==> src/rtl/multicycle_control.sv <==
// Main controller for the multi-cycle datapath. Sequences fetch, decode,
// execute, memory and writeback over the shared memory/ALU. It stalls on
// mem_ready and counts the instructions that it retires.
module multicycle_control #(
  parameter int CNT_W = 16
) (
  input  logic             clk,
  input  logic             rst_n,
  input  logic             en,
  input  logic [5:0]       OP,
  input  logic             mem_ready,
  output logic             pc_write,
  output logic             pc_write_cond,
  output logic [1:0]       pc_source,
  output logic             ir_write,
  output logic             i_or_d,
  output logic             mem_read,
  output logic             mem_write,
  output logic             mem2reg,
  output logic             reg_write,
  output logic             reg_dst,
  output logic             alu_src_a,
  output logic [1:0]       alu_src_b,
  output logic [1:0]       ALU_OP,
  output logic             illegal_op,
  output logic [CNT_W-1:0] retired,
  output logic [3:0]       state
);

  typedef enum logic [3:0] {
    S_IDLE      = 4'd0,
    S_FETCH     = 4'd1,
    S_DECODE    = 4'd2,
    S_EXEC_R    = 4'd3,
    S_R_WB      = 4'd4,
    S_EXEC_ADDI = 4'd5,
    S_EXEC_SUBI = 4'd6,
    S_I_WB      = 4'd7,
    S_MEM_ADDR  = 4'd8,
    S_MEM_RD    = 4'd9,
    S_LD_WB     = 4'd10,
    S_MEM_WR    = 4'd11,
    S_BRANCH    = 4'd12,
    S_JUMP      = 4'd13
  } state_t;

  typedef struct packed {
    logic       pc_write;
    logic       pc_write_cond;
    logic [1:0] pc_source;
    logic       ir_write;
    logic       i_or_d;
    logic       mem_read;
    logic       mem_write;
    logic       mem2reg;
    logic       reg_write;
    logic       reg_dst;
    logic       alu_src_a;
    logic [1:0] alu_src_b;
    logic [1:0] alu_op;
  } ctrl_t;

  localparam logic [5:0] OP_R    = 6'b000000;
  localparam logic [5:0] OP_ADDI = 6'b001100;
  localparam logic [5:0] OP_SUBI = 6'b001101;
  localparam logic [5:0] OP_SW   = 6'b010000;
  localparam logic [5:0] OP_LW   = 6'b010001;
  localparam logic [5:0] OP_BEQ  = 6'b010011;
  localparam logic [5:0] OP_J    = 6'b011100;

  state_t           state_r;
  state_t           next_s;
  ctrl_t            ctrl_r;
  logic [CNT_W-1:0] retired_r;
  logic             retire_s;
  logic             legal_s;
  logic             fetch_ready_s;
  state_t           boundary_s;

  // Moore control word for a given state; FETCH's ir_write/pc_write are
  // qualified by mem_ready outside this table.
  function automatic ctrl_t decode_ctrl(input state_t st);
    ctrl_t c;
    c = '0;
    case (st)
      S_FETCH:     begin c.mem_read = 1'b1; c.alu_src_b = 2'b01; end
      S_DECODE:    begin c.alu_src_b = 2'b11; end
      S_EXEC_R:    begin c.alu_src_a = 1'b1; c.alu_op = 2'b10; end
      S_R_WB:      begin c.reg_write = 1'b1; c.reg_dst = 1'b1; end
      S_EXEC_ADDI: begin c.alu_src_a = 1'b1; c.alu_src_b = 2'b10; end
      S_EXEC_SUBI: begin c.alu_src_a = 1'b1; c.alu_src_b = 2'b10; c.alu_op = 2'b01; end
      S_I_WB:      begin c.reg_write = 1'b1; end
      S_MEM_ADDR:  begin c.alu_src_a = 1'b1; c.alu_src_b = 2'b10; end
      S_MEM_RD:    begin c.mem_read = 1'b1; c.i_or_d = 1'b1; end
      S_LD_WB:     begin c.reg_write = 1'b1; c.mem2reg = 1'b1; end
      S_MEM_WR:    begin c.mem_write = 1'b1; c.i_or_d = 1'b1; end
      S_BRANCH:    begin c.alu_src_a = 1'b1; c.alu_op = 2'b01;
                         c.pc_write_cond = 1'b1; c.pc_source = 2'b01; end
      S_JUMP:      begin c.pc_write = 1'b1; c.pc_source = 2'b10; end
      default:     c = '0;
    endcase
    return c;
  endfunction

  // Opcode legality check used for the illegal_op pulse in DECODE.
  always_comb begin
    case (OP)
      OP_R, OP_ADDI, OP_SUBI, OP_SW, OP_LW, OP_BEQ, OP_J: legal_s = 1'b1;
      default:                                            legal_s = 1'b0;
    endcase
  end

  // Next-state selection and retirement strobe.
  always_comb begin
    next_s     = S_IDLE;
    retire_s   = 1'b0;
    boundary_s = en ? S_FETCH : S_IDLE;
    case (state_r)
      S_IDLE:      next_s = en ? S_FETCH : S_IDLE;
      S_FETCH:     next_s = mem_ready ? S_DECODE : S_FETCH;
      S_DECODE: begin
        case (OP)
          OP_R:          next_s = S_EXEC_R;
          OP_ADDI:       next_s = S_EXEC_ADDI;
          OP_SUBI:       next_s = S_EXEC_SUBI;
          OP_SW, OP_LW:  next_s = S_MEM_ADDR;
          OP_BEQ:        next_s = S_BRANCH;
          OP_J:          next_s = S_JUMP;
          default:       next_s = boundary_s;
        endcase
      end
      S_EXEC_R:    next_s = S_R_WB;
      S_EXEC_ADDI: next_s = S_I_WB;
      S_EXEC_SUBI: next_s = S_I_WB;
      S_MEM_ADDR: begin
        if (OP == OP_LW) begin
          next_s = S_MEM_RD;
        end else if (OP == OP_SW) begin
          next_s = S_MEM_WR;
        end else begin
          next_s = S_IDLE;
        end
      end
      S_MEM_RD:    next_s = mem_ready ? S_LD_WB : S_MEM_RD;
      S_MEM_WR: begin
        if (mem_ready) begin
          retire_s = 1'b1;
          next_s   = boundary_s;
        end else begin
          next_s = S_MEM_WR;
        end
      end
      S_R_WB, S_I_WB, S_LD_WB, S_BRANCH, S_JUMP: begin
        retire_s = 1'b1;
        next_s   = boundary_s;
      end
      default:     next_s = S_IDLE;
    endcase
  end

  // State, registered control word and retired counter.
  always_ff @(posedge clk or negedge rst_n) begin
    if (!rst_n) begin
      state_r   <= S_IDLE;
      ctrl_r    <= '0;
      retired_r <= '0;
    end else begin
      state_r <= next_s;
      ctrl_r  <= decode_ctrl(next_s);
      if (retire_s) begin
        retired_r <= retired_r + {{(CNT_W-1){1'b0}}, 1'b1};
      end else begin
        retired_r <= retired_r;
      end
    end
  end

  assign fetch_ready_s = (state_r == S_FETCH) && mem_ready;

  assign pc_write      = ctrl_r.pc_write | fetch_ready_s;
  assign ir_write      = ctrl_r.ir_write | fetch_ready_s;
  assign pc_write_cond = ctrl_r.pc_write_cond;
  assign pc_source     = ctrl_r.pc_source;
  assign i_or_d        = ctrl_r.i_or_d;
  assign mem_read      = ctrl_r.mem_read;
  assign mem_write     = ctrl_r.mem_write;
  assign mem2reg       = ctrl_r.mem2reg;
  assign reg_write     = ctrl_r.reg_write;
  assign reg_dst       = ctrl_r.reg_dst;
  assign alu_src_a     = ctrl_r.alu_src_a;
  assign alu_src_b     = ctrl_r.alu_src_b;
  assign ALU_OP        = ctrl_r.alu_op;
  assign illegal_op    = (state_r == S_DECODE) && !legal_s;
  assign retired       = retired_r;
  assign state         = state_r;

endmodule

==> config.mk <==
export PLATFORM = sky130hd
export DESIGN_NAME = multicycle_control
export DESIGN_NICKNAME = d
export VERILOG_FILES = /design/src/rtl/multicycle_control.sv
export SDC_FILE = /design/constraint.sdc
export NUM_CORES = 1
export LEC_CHECK = 0
export ABC_AREA = 0
export CAP_MARGIN = 20
export CORE_UTILIZATION = 42
export DETAILED_ROUTE_END_ITERATION = 6
export GPL_TIMING_DRIVEN = 0
export HOLD_SLACK_MARGIN = 0.08
export PLACE_DENSITY_LB_ADDON = 0.2
export SYNTH_ARGS = -nofsm -noshare
export SYNTH_HDL_FRONTEND = slang
export SYNTH_SLANG_ARGS = --single-unit
export TNS_END_PERCENT = 1
==> constraint.sdc <==
create_clock -name clk -period 1.87 [get_ports clk]
set_input_delay 0.187 -clock clk [delete_from_list [all_inputs] [get_ports clk]]
set_output_delay 0.187 -clock clk [all_outputs]
set_load 0.005 [all_outputs]
# Yosys cells after proc, flatten, opt, wreduce, memory -nomap -nowiden
# Cells that the tools add are included.
[word_totals]
output_inout_bits = 37
in_bits = 10
regBits = 35
[op_classes]
add_sub_neg = 1
bitwise_logic = 1
n_reduce_logical = 16
eq_ne = 32
muxes = 23
[ops]
columns = ["cell", "n"]
rows = [
  ["== test 4 bit, second input constant", 12],
  ["== test 4 x 3 -> 1 bit, second input constant", 8],
  ["one-hot mux 4 bit (8 select lines)", 1],
  ["== test 6 x 5 -> 1 bit, second input constant", 4],
  ["one-hot mux 4 bit (6 select lines)", 1],
  ["adder 16 x 1 -> 16 bit, second input constant", 1],
  ["== test 4 x 2 -> 1 bit, second input constant", 4],
  ["== test 6 x 4 -> 1 bit, second input constant", 2],
  ["two-way mux 1 bit", 12],
  ["two-way mux 4 bit", 3],
  ["OR reduction 2 bit", 5],
  ["OR reduction 5 bit", 2],
  ["== test 4 x 1 -> 1 bit, second input constant", 2],
  ["one-hot mux 2 bit (2 select lines)", 2],
  ["OR reduction 7 bit", 1],
  ["logical NOT 6 bit", 1],
  ["one-hot mux 2 bit (3 select lines)", 1],
  ["OR reduction 3 bit", 2],
  ["OR reduction 6 bit", 1],
  ["logical NOT 4 bit", 1],
  ["two-way mux 2 bit", 2],
  ["logical AND 1 bit", 2],
  ["one-hot mux 1 bit (2 select lines)", 1],
  ["logical NOT 1 bit", 1],
  ["bitwise OR 1 bit", 1],
]

# Longest topological paths before layout
# Gate-level depths: netlist (run 1).
[logic_depth]
ltp_word = 7
depth_mapped = 8
ltp_nobuf = 7

# Worst setup path before layout (run 1)
# No wires, ideal clock.
[synth_timing]
path_kind = "input port to flip-flop"
from = "input port OP[2]"
to = "register ctrl_r (netlist bit alu_src_b[1])"
setup_time_ps = 132
arrival_time_ps = 2028
path_stages = 7
required_ps = 1738
path_slack_ps = -290
n_path_buf = 1
cell_sequence = "buf_2 -> or4b_4 -> or4_4 -> nand4_2 -> nor4_1 -> mux2i_1 -> or3b_1"
[synth_between]
elab_chain_len = 7
word_cells_on_any_way = 19
cone_classes = "eq/ne (11); mux (5); reduce/logical (3)"
[synth_rtl]
columns = ["element", "line", "source"]
rows = [
  ["start, declared", "10", "input logic [5:0] OP,"],
  ["== test 6 x 5 -> 1 bit, on equally long branches", "122, 136, 138", ""],
  ["OR reduction 2 bit / two-way mux 4 bit (equally long branches)", "122, 138", ""],
  ["one-hot mux 4 bit (6 select lines) / two-way mux 4 bit (equally long branches)", "122, 136", ""],
  ["one-hot mux 4 bit (8 select lines) (*)", "118", "case (state_r)"],
  ["== test 4 bit / == test 4 x 3 -> 1 bit (equally long branches)", "85", "case (st)"],
  ["OR reduction 3 bit (no source line)", "n/a", ""],
  ["one-hot mux 2 bit (3 select lines) (*)", "85", ""],
  ["end signal, assigned", "169", "ctrl_r <= decode_ctrl(next_s);"],
  ["end, declared", "73", "ctrl_t ctrl_r;"],
]
# Every way passes the cells marked *; elsewhere a longest branch is shown, timed or not.
# A chain may end at the register's enable or synchronous reset.

# Worst setup path in the final report (run 1)
[layout_timing]
from = "register state_r[1] (netlist: state[1])"
to = "register ctrl_r (netlist bit alu_src_b[1])"
[layout_between]
elab_chain_len = 6
word_cells_on_any_way = 24
cone_classes = "eq/ne (18); mux (2); reduce/logical (4)"
[layout_rtl]
columns = ["element", "line", "source"]
rows = [
  ["start, declared", "71", "state_t state_r;"],
  ["start signal, assigned", "168", "state_r <= next_s;"],
  ["== test 4 x 3 -> 1 bit, or another cell as far along", "118", ""],
  ["OR reduction 6 bit (no source line) / OR reduction 2 bit (equally long branches)", "n/a", ""],
  ["one-hot mux 4 bit (8 select lines) (*)", "118", ""],
  ["== test 4 bit / == test 4 x 3 -> 1 bit (equally long branches)", "85", ""],
  ["OR reduction 3 bit (no source line)", "n/a", ""],
  ["one-hot mux 2 bit (3 select lines) (*)", "85", ""],
]
# Marks and branches as above.

==> impl_metrics.csv, run 1 <==
group,metric,value,unit
logic_synthesis,syn_nets,202,
sta,slew_viol_final,0,
placed_design,placed_area,2340,um2
cells_and_area,area_growth,46.3,%
critical_path,ff2ff_path_depth,7,
sta,grt_setup_unrepaired,"true",
cts,cts_tree,"yes",
sta,fin_crit,2.19,ns
sta,fin_skew,0.00553,ns
critical_path,cp.required,2.03,ns
sta,period_share,117,%
critical_path,timing.rr.end,"alu_src_b[1]$_DFF_PN0_",
logic_synthesis,ys_warn_count,0,
die,die_area,4650,um2
cts,ctsRootBufferMaster,"clkbuf_8",
logic_synthesis,synthCells,191,
die,fp.dieW,68.2,um
critical_path,crit_end,"alu_src_b[1]$_DFF_PN0_",
grt,grt_max_degree,35,
grt,grt_use_total,21.0,%
placed_design,hpwl,2900,um
critical_path,start_kind,"register",
routing,via_count,1673,
sta,holdWs,0.430,ns
placed_design,port_buffers,43,
pwr,ir_drop,0.000837,V
grt,grt_pass1_wl,7130,um
cts,clk_latency,0.28,ns
cells_and_area,drive_gt1_share,23.2,%
cells_and_area,final_cells,309,
sta,setup_slack,-0.320,ns
routing,final_antenna_net_count,0,
worst_hold_path,hold_path.class,"in2reg",
sta,tightestPinTransition,0.723,ns
cts,cts_buffers,5,
placed_design,dp.cells,284,
grt,antenna_found_initial,0,
cells_and_area,layout_commonest_cell,"clkdlybuf4s50_1",
logic_synthesis,ys_seq_elements,34,
die,chipHeight,68.2,um
die,start_util,44.8,%
placed_design,post-place-ws,-0.735,ns
cells_and_area,n_antenna_cell,0,
routing,routed_via_density,5.41,
sta,hold_violations,0,
critical_path,worst_setup_path_end_kind,"register",
cts,clock_path_buffers,2,
die,fp.coreArea,4120,um2
cts,clk_pin_slew_worst_paths,0.07,ns
routing,wirelength,4430,um
sta,fmax,457,MHz
die,num_io_pins,47,
critical_path,crit_type,"reg2reg",
die,rows,23,
grt,grt_overflow,0,
logic_synthesis,syn_area_per_cell,9.64,um2
cts,cts.sinks,34,
logic_synthesis,synth_edf_count,0,
pwr,power_density,1250,nW/um2
routing,drc_errors,0,
routing,drt_pass1_iterations,4,
placed_design,gp_congestion,0.840,
critical_path,worstPathMaxFanout,4,
logic_synthesis,async_reset_ff_share,100,%
sta,relSlewSlack,51.8,%
critical_path,r2r-start,"state[1]$_DFF_PN0_",
logic_synthesis,synth_ff_type,"dfrtp_1",
grt,first_global_vias,1537,
logic_synthesis,seq_area_frac_synth,46.2,%
flow_run,drv_cap,0,
cts,h-tree-depth,2,
routing,wl_per_cell,14.3,um
critical_path,arrival,2.35,ns
outcome,outcome,"complete, but fails checks",
sta,finalSetupViolCount,19,
cells_and_area,final_cell_mix,"clkdlybuf4s50_1, dfrtp_1, buf_4, nor2_1, nand2_1",
critical_path,startpoint,"state[1]$_DFF_PN0_",
logic_synthesis,netlist_area,1840,um2
critical_path,r2r_setup_slack,-0.32,ns
cells_and_area,postLayoutCellArea,2700,um2
routing,drtIter0Drc,107,
pwr,leakage,1.28,nW
outcome,violations,"negative setup slack",
logic_synthesis,synth.distinct_cells,48,
cells_and_area,nNetsFinal,269,
power breakdown:
group	internal, mW	leakage [nW]	total (mW)	switching, mW
clock	0.297	0.0482	0.548	0.251
sequential	0.885	0.455	1.00	0.118
combinational	1.01	0.776	1.82	0.810
total	2.19	1.28	3.37	1.18
critical path, cell delays in order (launching register included):
cell and delay, ns:
dfrtp_1 0.43, buf_6 0.15, or3_1 0.31, or4_4 0.44, nand4_4 0.12, nor4_2 0.05, mux2i_1 0.20, or3b_1 0.37
Yosys cell counts (3+ instances only):
cell type | n | area [um2]
xnor2_1 | 7 | 61.3
buf_4 | 7 | 52.6
dfrtp_1 | 34 | 851
nor4b_1 | 4 | 35.0
xor2_1 | 11 | 96.3
nor2b_1 | 8 | 50.1
nand4_1 | 5 | 31.3
nor4bb_1 | 3 | 30.0
nor4_1 | 4 | 25.0
nor2_1 | 20 | 75.1
nand2_1 | 16 | 60.1
clkbuf_1 | 5 | 18.8
o21ai_0 | 6 | 30.0
a21oi_1 | 4 | 20.0
inv_1 | 8 | 30.0
nor3_1 | 7 | 35.0
and3_1 | 7 | 43.8
cells by family after synthesis:
logic type	share of synthesized area, %
adders and majority gates	0.679
and+or+nand+nor	26.2
buffers and inverters	6.86
muxes	1.15
xor gates and xnor gates	8.56
AOI/OAI and AO/OA	10.3
DFF	46.2
stage by stage:
step	power, mW	utilization [%]	setup TNS (ns)
floorplan	1.81	-	-2.20
global placement	2.34	57.0	-17.17
detailed placement	2.36	56.9	-16.04
CTS	3.28	64.4	-2.02
global route	3.59	65.5	-4.63
finish	3.37	65.5	-1.48
layout make-up:
class	instances	area, um2
Clock inverter	1	5.00
Buffer	16	144
Tap cell	50	62.6
Clock buffer	7	86.3
Timing Repair Buffer	60	559
Inverter	8	30.0
Multi-Input combinational cell	133	956
Sequential cell	34	852
Fill cell	335	1420
per-layer routing:
layer / track usage, % / routed length, um / share of wire, %
met1: 27.4 / 2000 / 45
met2: 32.6 / 2100 / 47
met3: 5.33 / 240 / 5.4
met4: 9.11 / 89 / 2.0
met5: 0 / 0 / 0
flip-flops by register name, summed over array words and instances (netlist names):
name and cells:
retired 16, state 4, alu_src_a 1, i_or_d 1, alu_src_b 2, pc_write_cond 1
mem2reg 1, ctrl_r 1, ALU_OP 2, reg_dst 1, pc_source 1, mem_write 1
reg_write 1, mem_read 1
repair_timing:
item / 4_1_cts / 5_1_grt
gates resized for setup: 34 / 13
hold buffers: 1 / 0
endpoints found under the hold margin: 34 / 0
pin swaps: 7 / 5
buffers inserted: 14 / 2
setup endpoints to repair: 33 / 28
worst min path at each step:
stage                             from                 endpoint  slack, ns  depth (start not counted)
2_1_floorplan                    rst_n      ALU_OP[0]$_DFF_PN0_      -0.11                          0
3_3_place_gp   retired[15]$_DFFE_PN0P_  retired[15]$_DFFE_PN0P_       0.46                          1
3_5_place_dp                     rst_n   retired[0]$_DFFE_PN0P_       0.29                          1
4_1_cts        retired[15]$_DFFE_PN0P_  retired[15]$_DFFE_PN0P_       0.47                          1
5_1_grt                          OP[3]       state[2]$_DFF_PN0_       0.45                          4
6_report                         OP[3]       state[2]$_DFF_PN0_       0.43                          4
(Power assumes the default switching activity.)
==> inputs of run 2 (changes only) <==
Settings changed: CORE_UTILIZATION 42 to 25, DONT_BUFFER_PORTS set to 1.
==> run 2 against run 1 <==
The run still ends with negative setup slack left. Design area shrank 18%. Total power down 16%. Non-clock buffer count fell by 53. Fmax is 2.4% higher. Combinational power down 33%. Hold slack lost 0.34 ns. Highest routed layer unchanged.
==> impl_metrics.csv, run 2 (synthesized netlist as in run 1, its figures left out) <==
group,metric,value,unit
grt,grt_max_degree,35,
outcome,outcome,"complete, but fails checks",
cells_and_area,layout_commonest_cell,"dfrtp_1",
pwr,leakage,1.03,nW
cells_and_area,nNetsFinal,216,
cts,clock_path_buffers,2,
sta,period_share,114,%
routing,drc_errors,0,
flow_run,drv_cap,0,
pwr,switching_share,38.2,%
worst_hold_path,worstHoldEndpoint,"mem2reg$_DFF_PN0_",
grt,use_met2,18.0,%
sta,finalSetupTns,-1.40,ns
die,fp.coreArea,6940,um2
cells_and_area,area_growth,20.5,%
cts,cts.sinks,34,
placed_design,placed_area,1970,um2
critical_path,start_kind,"register",
die,fp.dieW,87.8,um
pwr,pwr-share-clk,19.6,%
grt,grtUsageMet1,14.8,%
grt,use_met3,4.71,%
grt,grt_pass1_wl,6890,um
routing,via_count,1412,
sta,relSlewSlack,73.3,%
outcome,violations,"negative setup slack",
critical_path,cp.required,2.02,ns
routing,routed_via_density,4.68,
sta,hold_violations,0,
cts,cts_tree,"yes",
pwr,p_seq_share,37.2,%
cts,cts_buffers,5,
worst_hold_path,hold_path.class,"in2reg",
cts,clk_pin_slew_worst_paths,0.07,ns
cts,ctsRootBufferMaster,"clkbuf_8",
routing,drt_pass1_iterations,4,
pwr,internal_power,1.74,mW
sta,fmax,468,MHz
sta,grt_setup_unrepaired,"true",
pwr,ir_drop,0.000441,V
critical_path,ff2ff_path_depth,6,
critical_path,timing.rr.end,"alu_src_b[1]$_DFF_PN0_",
die,rows,30,
sta,slew_viol_final,0,
routing,final_antenna_net_count,0,
sta,finalSetupViolCount,18,
cells_and_area,postLayoutCellArea,2220,um2
grt,grt_use_total,11.7,%
pwr,p_comb_share,43.2,%
grt,first_global_vias,1411,
cells_and_area,largest_register_ffs,16,
grt,antenna_found_initial,0,
placed_design,port_buffers,0,
grt,top_usage_layer,"met2",
critical_path,crit_type,"reg2reg",
die,chipHeight,87.8,um
routing,wl_per_cell,14.3,um
cts,h-tree-depth,2,
critical_path,r2r_setup_slack,-0.27,ns
placed_design,gp_congestion,0.796,
routing,wirelength,4310,um
cells_and_area,drive_gt1_share,22.8,%
worst_hold_path,min_from,"mem_ready",
critical_path,r2r-start,"state[1]$_DFF_PN0_",
critical_path,arrival,2.29,ns
sta,setup_slack,-0.268,ns
pwr,power_density,1270,nW/um2
sta,fin_skew,0.00774,ns
die,start_util,26.5,%
die,die_area,7710,um2
routing,drtIter0Drc,52,
pwr,p_sw,1.08,mW
sta,fin_crit,2.14,ns
cells_and_area,n_antenna_cell,0,
critical_path,worst_setup_path_end_kind,"register",
cts,clk_latency,0.28,ns
worst_hold_path,hold_depth,2,
pwr,power,2.82,mW
die,num_io_pins,47,
placed_design,hpwl,3020,um
critical_path,worstPathMaxFanout,7,
grt,grt_overflow,0,
cells_and_area,final_cell_mix,"dfrtp_1, nor2_1, nand2_1, buf_4, xor2_1",
sta,tightestPinTransition,0.401,ns
-- run 2: cell count changes in the layout (fill, tap and decap cells not counted), sizes merged --
cell,delta
dlygate4sd2,-3
dlymetal6s2s,-2
buf,-11
clkdlybuf4s50,-36
clkbuf,-1
-- run 2: per-stage QoR --
step,util (%),instances,setup WS (ns),hold WS (ns)
floorplan,-,191,-0.187,-0.109
global placement,28.4,287,-0.808,-0.108
detailed placement,28.4,287,-0.791,-0.108
CTS,31.7,302,-0.271,0.0809
global route,32.0,302,-0.341,0.0981
finish,32.0,302,-0.268,0.0903
-- run 2: area by class of cell --
class / count / area, um2
well taps: 96 / 120
clock buffers: 7 / 86.3
clock inverters: 1 / 5.00
fillers: 717 / 4720
flip-flops and latches: 34 / 856
multi-input cells: 133 / 930
repair buffers: 7 / 67.6
inverters: 8 / 30.0
plain buffers: 16 / 125
-- run 2: routing by layer --
layer | wire length [um] | up-vias
li1 | - | 695
met1 | 1980 | 672
met2 | 1970 | 38
met3 | 305 | 7
met4 | 48 | 0
met5 | 0 | -
-- run 2: how the worst max path moves through the flow --
stage,startpoint,end,slack [ns],cells after the start
4_1_cts,state[1]$_DFF_PN0_,alu_src_b[1]$_DFF_PN0_,-0.27,6
5_1_grt,state[1]$_DFF_PN0_,alu_src_b[1]$_DFF_PN0_,-0.34,6
3_3_place_gp,state[2]$_DFF_PN0_,retired[7]$_DFFE_PN0P_,-0.81,7
3_5_place_dp,state[2]$_DFF_PN0_,retired[7]$_DFFE_PN0P_,-0.79,7
2_1_floorplan,state[1]$_DFF_PN0_,alu_src_b[1]$_DFF_PN0_,-0.19,6
6_report,state[1]$_DFF_PN0_,alu_src_b[1]$_DFF_PN0_,-0.27,6
-- run 2: worst max-delay path: stages (launching register included) --
cell	delay, ns
dfrtp_2	0.47
or3_1	0.35
or4_4	0.43
nand4_4	0.12
nor4_1	0.06
mux2i_1	0.19
or3b_1	0.38
-- run 2: power groups by stage --
| stage | clock (mW) | sequential [mW] | combinational [mW] |
|---|---|---|---|
| 4_1_cts | 0.574 | 1.05 | 1.18 |
| 6_report | 0.553 | 1.05 | 1.22 |
| 3_3_place_gp | 0 | 1.05 | 1.02 |
| 2_1_floorplan | 0 | 0.996 | 0.819 |
| 3_5_place_dp | 0 | 1.04 | 1.01 |
| 5_1_grt | 0.613 | 1.08 | 1.36 |
-- run 2: timing repair --
action                     CTS  global route
resized for setup           24             6
pin swaps                    6             1
hold endpoints to repair    34             0
setup buffers                5             0
setup endpoints to repair   33            25
hold buffers                 2             0
==> inputs of run 3 (changes only) <==
Settings changed: CORE_MARGIN set to 2.
==> run 3 against run 2 <==
The run still ends with negative setup slack left. Non-clock buffer count is 2 higher. Register-to-register slack is essentially flat. Combinational power barely moved. Fmax grew 0.37%. Via count grew 2.2%. Routed wire length increased by 0.74%. Critical path depth stayed put. Critical path type unchanged.
==> impl_metrics.csv, run 3 (synthesized netlist as in run 1, its figures left out) <==
group,metric,value,unit
outcome,outcome,"complete, but fails checks",
outcome,violations,"negative setup slack",
critical_path,ff2ff_path_depth,6,
placed_design,gp_congestion,0.773,
critical_path,r2r-start,"state[1]$_DFF_PN0_",
pwr,switching_share,36.6,%
cts,clk_pin_slew_worst_paths,0.07,ns
grt,grt_overflow,0,
grt,grt_pass1_wl,7290,um
routing,routed_via_density,4.70,
critical_path,path_delay_family,"simple AND/OR/NAND/NOR gates",
sta,grt_setup_unrepaired,"true",
cells_and_area,nNetsFinal,218,
cts,cts_tree,"yes",
die,fp.coreArea,7180,um2
critical_path,r2r_setup_slack,-0.26,ns
critical_path,timing.rr.end,"alu_src_b[1]$_DFF_PN0_",
critical_path,cp.depth,6,
sta,period_share,114,%
grt,first_global_vias,1411,
sta,fin_crit,2.13,ns
routing,drc_errors,0,
cts,h-tree-depth,2,
grt,antenna_found_initial,0,
critical_path,startpoint,"state[1]$_DFF_PN0_",
pwr,pwr-share-clk,22.7,%
routing,drt_pass1_iterations,4,
cells_and_area,final_core_utilization,31.3,%
pwr,internal_power,1.84,mW
cts,cts.sinks,34,
grt,grt_max_degree,35,
worst_hold_path,hold_path.class,"in2reg",
pwr,ir_drop,0.000334,V
sta,fin_skew,0.00677,ns
routing,via_count,1443,
cells_and_area,multiInputGateArea,933,um2
pwr,p_seq_share,36.2,%
cells_and_area,final_cell_mix,"dfrtp_1, nor2_1, nand2_1, buf_4, xor2_1",
sta,holdWs,0.320,ns
sta,setup_slack,-0.260,ns
pwr,leakage,1.04,nW
critical_path,cp.buffers_inverters,0,
critical_path,cp.required,2.03,ns
pwr,p_sw,1.06,mW
critical_path,crit_end,"alu_src_b[1]$_DFF_PN0_",
pwr,power,2.90,mW
critical_path,path_cells,"or3_1 -> or4_4 -> nand4_4 -> nor4_2 -> mux2i_1 -> or3b_1",
placed_design,dp.cells,290,
routing,wl_per_cell,14.1,um
placed_design,port_buffers,0,
critical_path,crit_type,"reg2reg",
die,chipHeight,89.8,um
cells_and_area,seq_area,856,um2
cts,ctsRootBufferMaster,"clkbuf_8",
sta,hold_violations,0,
sta,fmax,469,MHz
sta,finalSetupViolCount,17,
cts,clk_latency,0.28,ns
sta,slew_viol_final,0,
cells_and_area,postLayoutCellArea,2250,um2
critical_path,critPathMaxStageDelay,0.47,ns
routing,final_antenna_net_count,0,
cells_and_area,n_fill_cell,758,
grt,grt_use_total,11.3,%
cts,cts_buffers,5,
die,fp.dieW,89.8,um
routing,wirelength,4340,um
cells_and_area,layout_commonest_cell,"dfrtp_1",
critical_path,worstPathMaxFanout,7,
cells_and_area,final_cells,307,
critical_path,arrival,2.29,ns
placed_design,placed_area,1980,um2
sta,relSlewSlack,74.5,%
pwr,power_density,1290,nW/um2
pwr,p_comb_share,41.1,%
cells_and_area,largest_register_ffs,16,
cells_and_area,drive_gt1_share,22.6,%
cells_and_area,n_antenna_cell,0,
die,start_util,25.7,%
critical_path,start_kind,"register",
routing,drtIter0Drc,92,
die,num_io_pins,47,
critical_path,cp_slowest_cell,"dfrtp_2",
cts,clock_path_buffers,2,
placed_design,hpwl,3080,um
critical_path,worst_setup_path_end_kind,"register",
flow_run,drv_cap,0,
die,die_area,8070,um2
sta,tightestPinTransition,0.383,ns
cells_and_area,area_growth,22.1,%
die,rows,31,
-- run 3: what timing repair did --
action | 4_1_cts | 5_1_grt
hold endpoints to repair | 35 | 0
buffers inserted | 5 | 1
pin swaps | 6 | 0
hold buffers | 3 | 0
endpoints found under the setup margin | 32 | 25
gates resized for setup | 25 | 1
-- run 3: worst min-delay path by stage --
stage / to / start / cells past startpoint
global placement: retired[2]$_DFFE_PN0P_ / rst_n / 0
finish: i_or_d$_DFF_PN0_ / mem_ready / 3
CTS: i_or_d$_DFF_PN0_ / mem_ready / 3
detailed placement: retired[2]$_DFFE_PN0P_ / rst_n / 0
floorplan: ALU_OP[0]$_DFF_PN0_ / rst_n / 0
global route: mem_write$_DFF_PN0_ / mem_ready / 3
-- run 3: power by group through the flow --
stage | clock network, mW | registers, mW | logic (mW)
after floorplan | 0 | 0.996 | 0.819
after global placement | 0 | 1.05 | 1.01
after detailed placement | 0 | 1.05 | 1.01
after CTS | 0.679 | 1.05 | 1.19
after global routing | 0.706 | 1.07 | 1.35
final | 0.656 | 1.05 | 1.19
-- run 3: cell type report --
cell class                      instances  area share [%]
Multi-Input combinational cell        133            41.5
Timing Repair Buffer                    9            3.78
Buffer                                 16            5.06
Clock inverter                          1            1.34
Sequential cell                        34            38.1
Clock buffer                            7            3.39
Inverter                                8            1.34
Tap cell                               99            5.51
-- run 3: per-stage QoR --
stage | TNS (ns) | setup slack, ns
after floorplan | -2.20 | -0.187
after global placement | -15.71 | -0.794
after detailed placement | -14.65 | -0.775
after CTS | -1.85 | -0.266
after global routing | -5.02 | -0.357
final | -1.58 | -0.260
-- run 3: worst reg2reg max path: cells and delay by family (launching register included) --
| family | cells | cell delay, ns |
|---|---|---|
| DFF | 1 | 0.47 |
| muxes | 1 | 0.19 |
| and+or+nand+nor | 5 | 1.36 |
-- run 3: per-layer routing --
layer	GRT usage (%)	up-vias	wire length, um
li1	-	697	-
met1	12.9	692	1860
met2	19.1	46	2120
met3	4.69	8	304
met4	3.97	0	60
met5	0	-	0
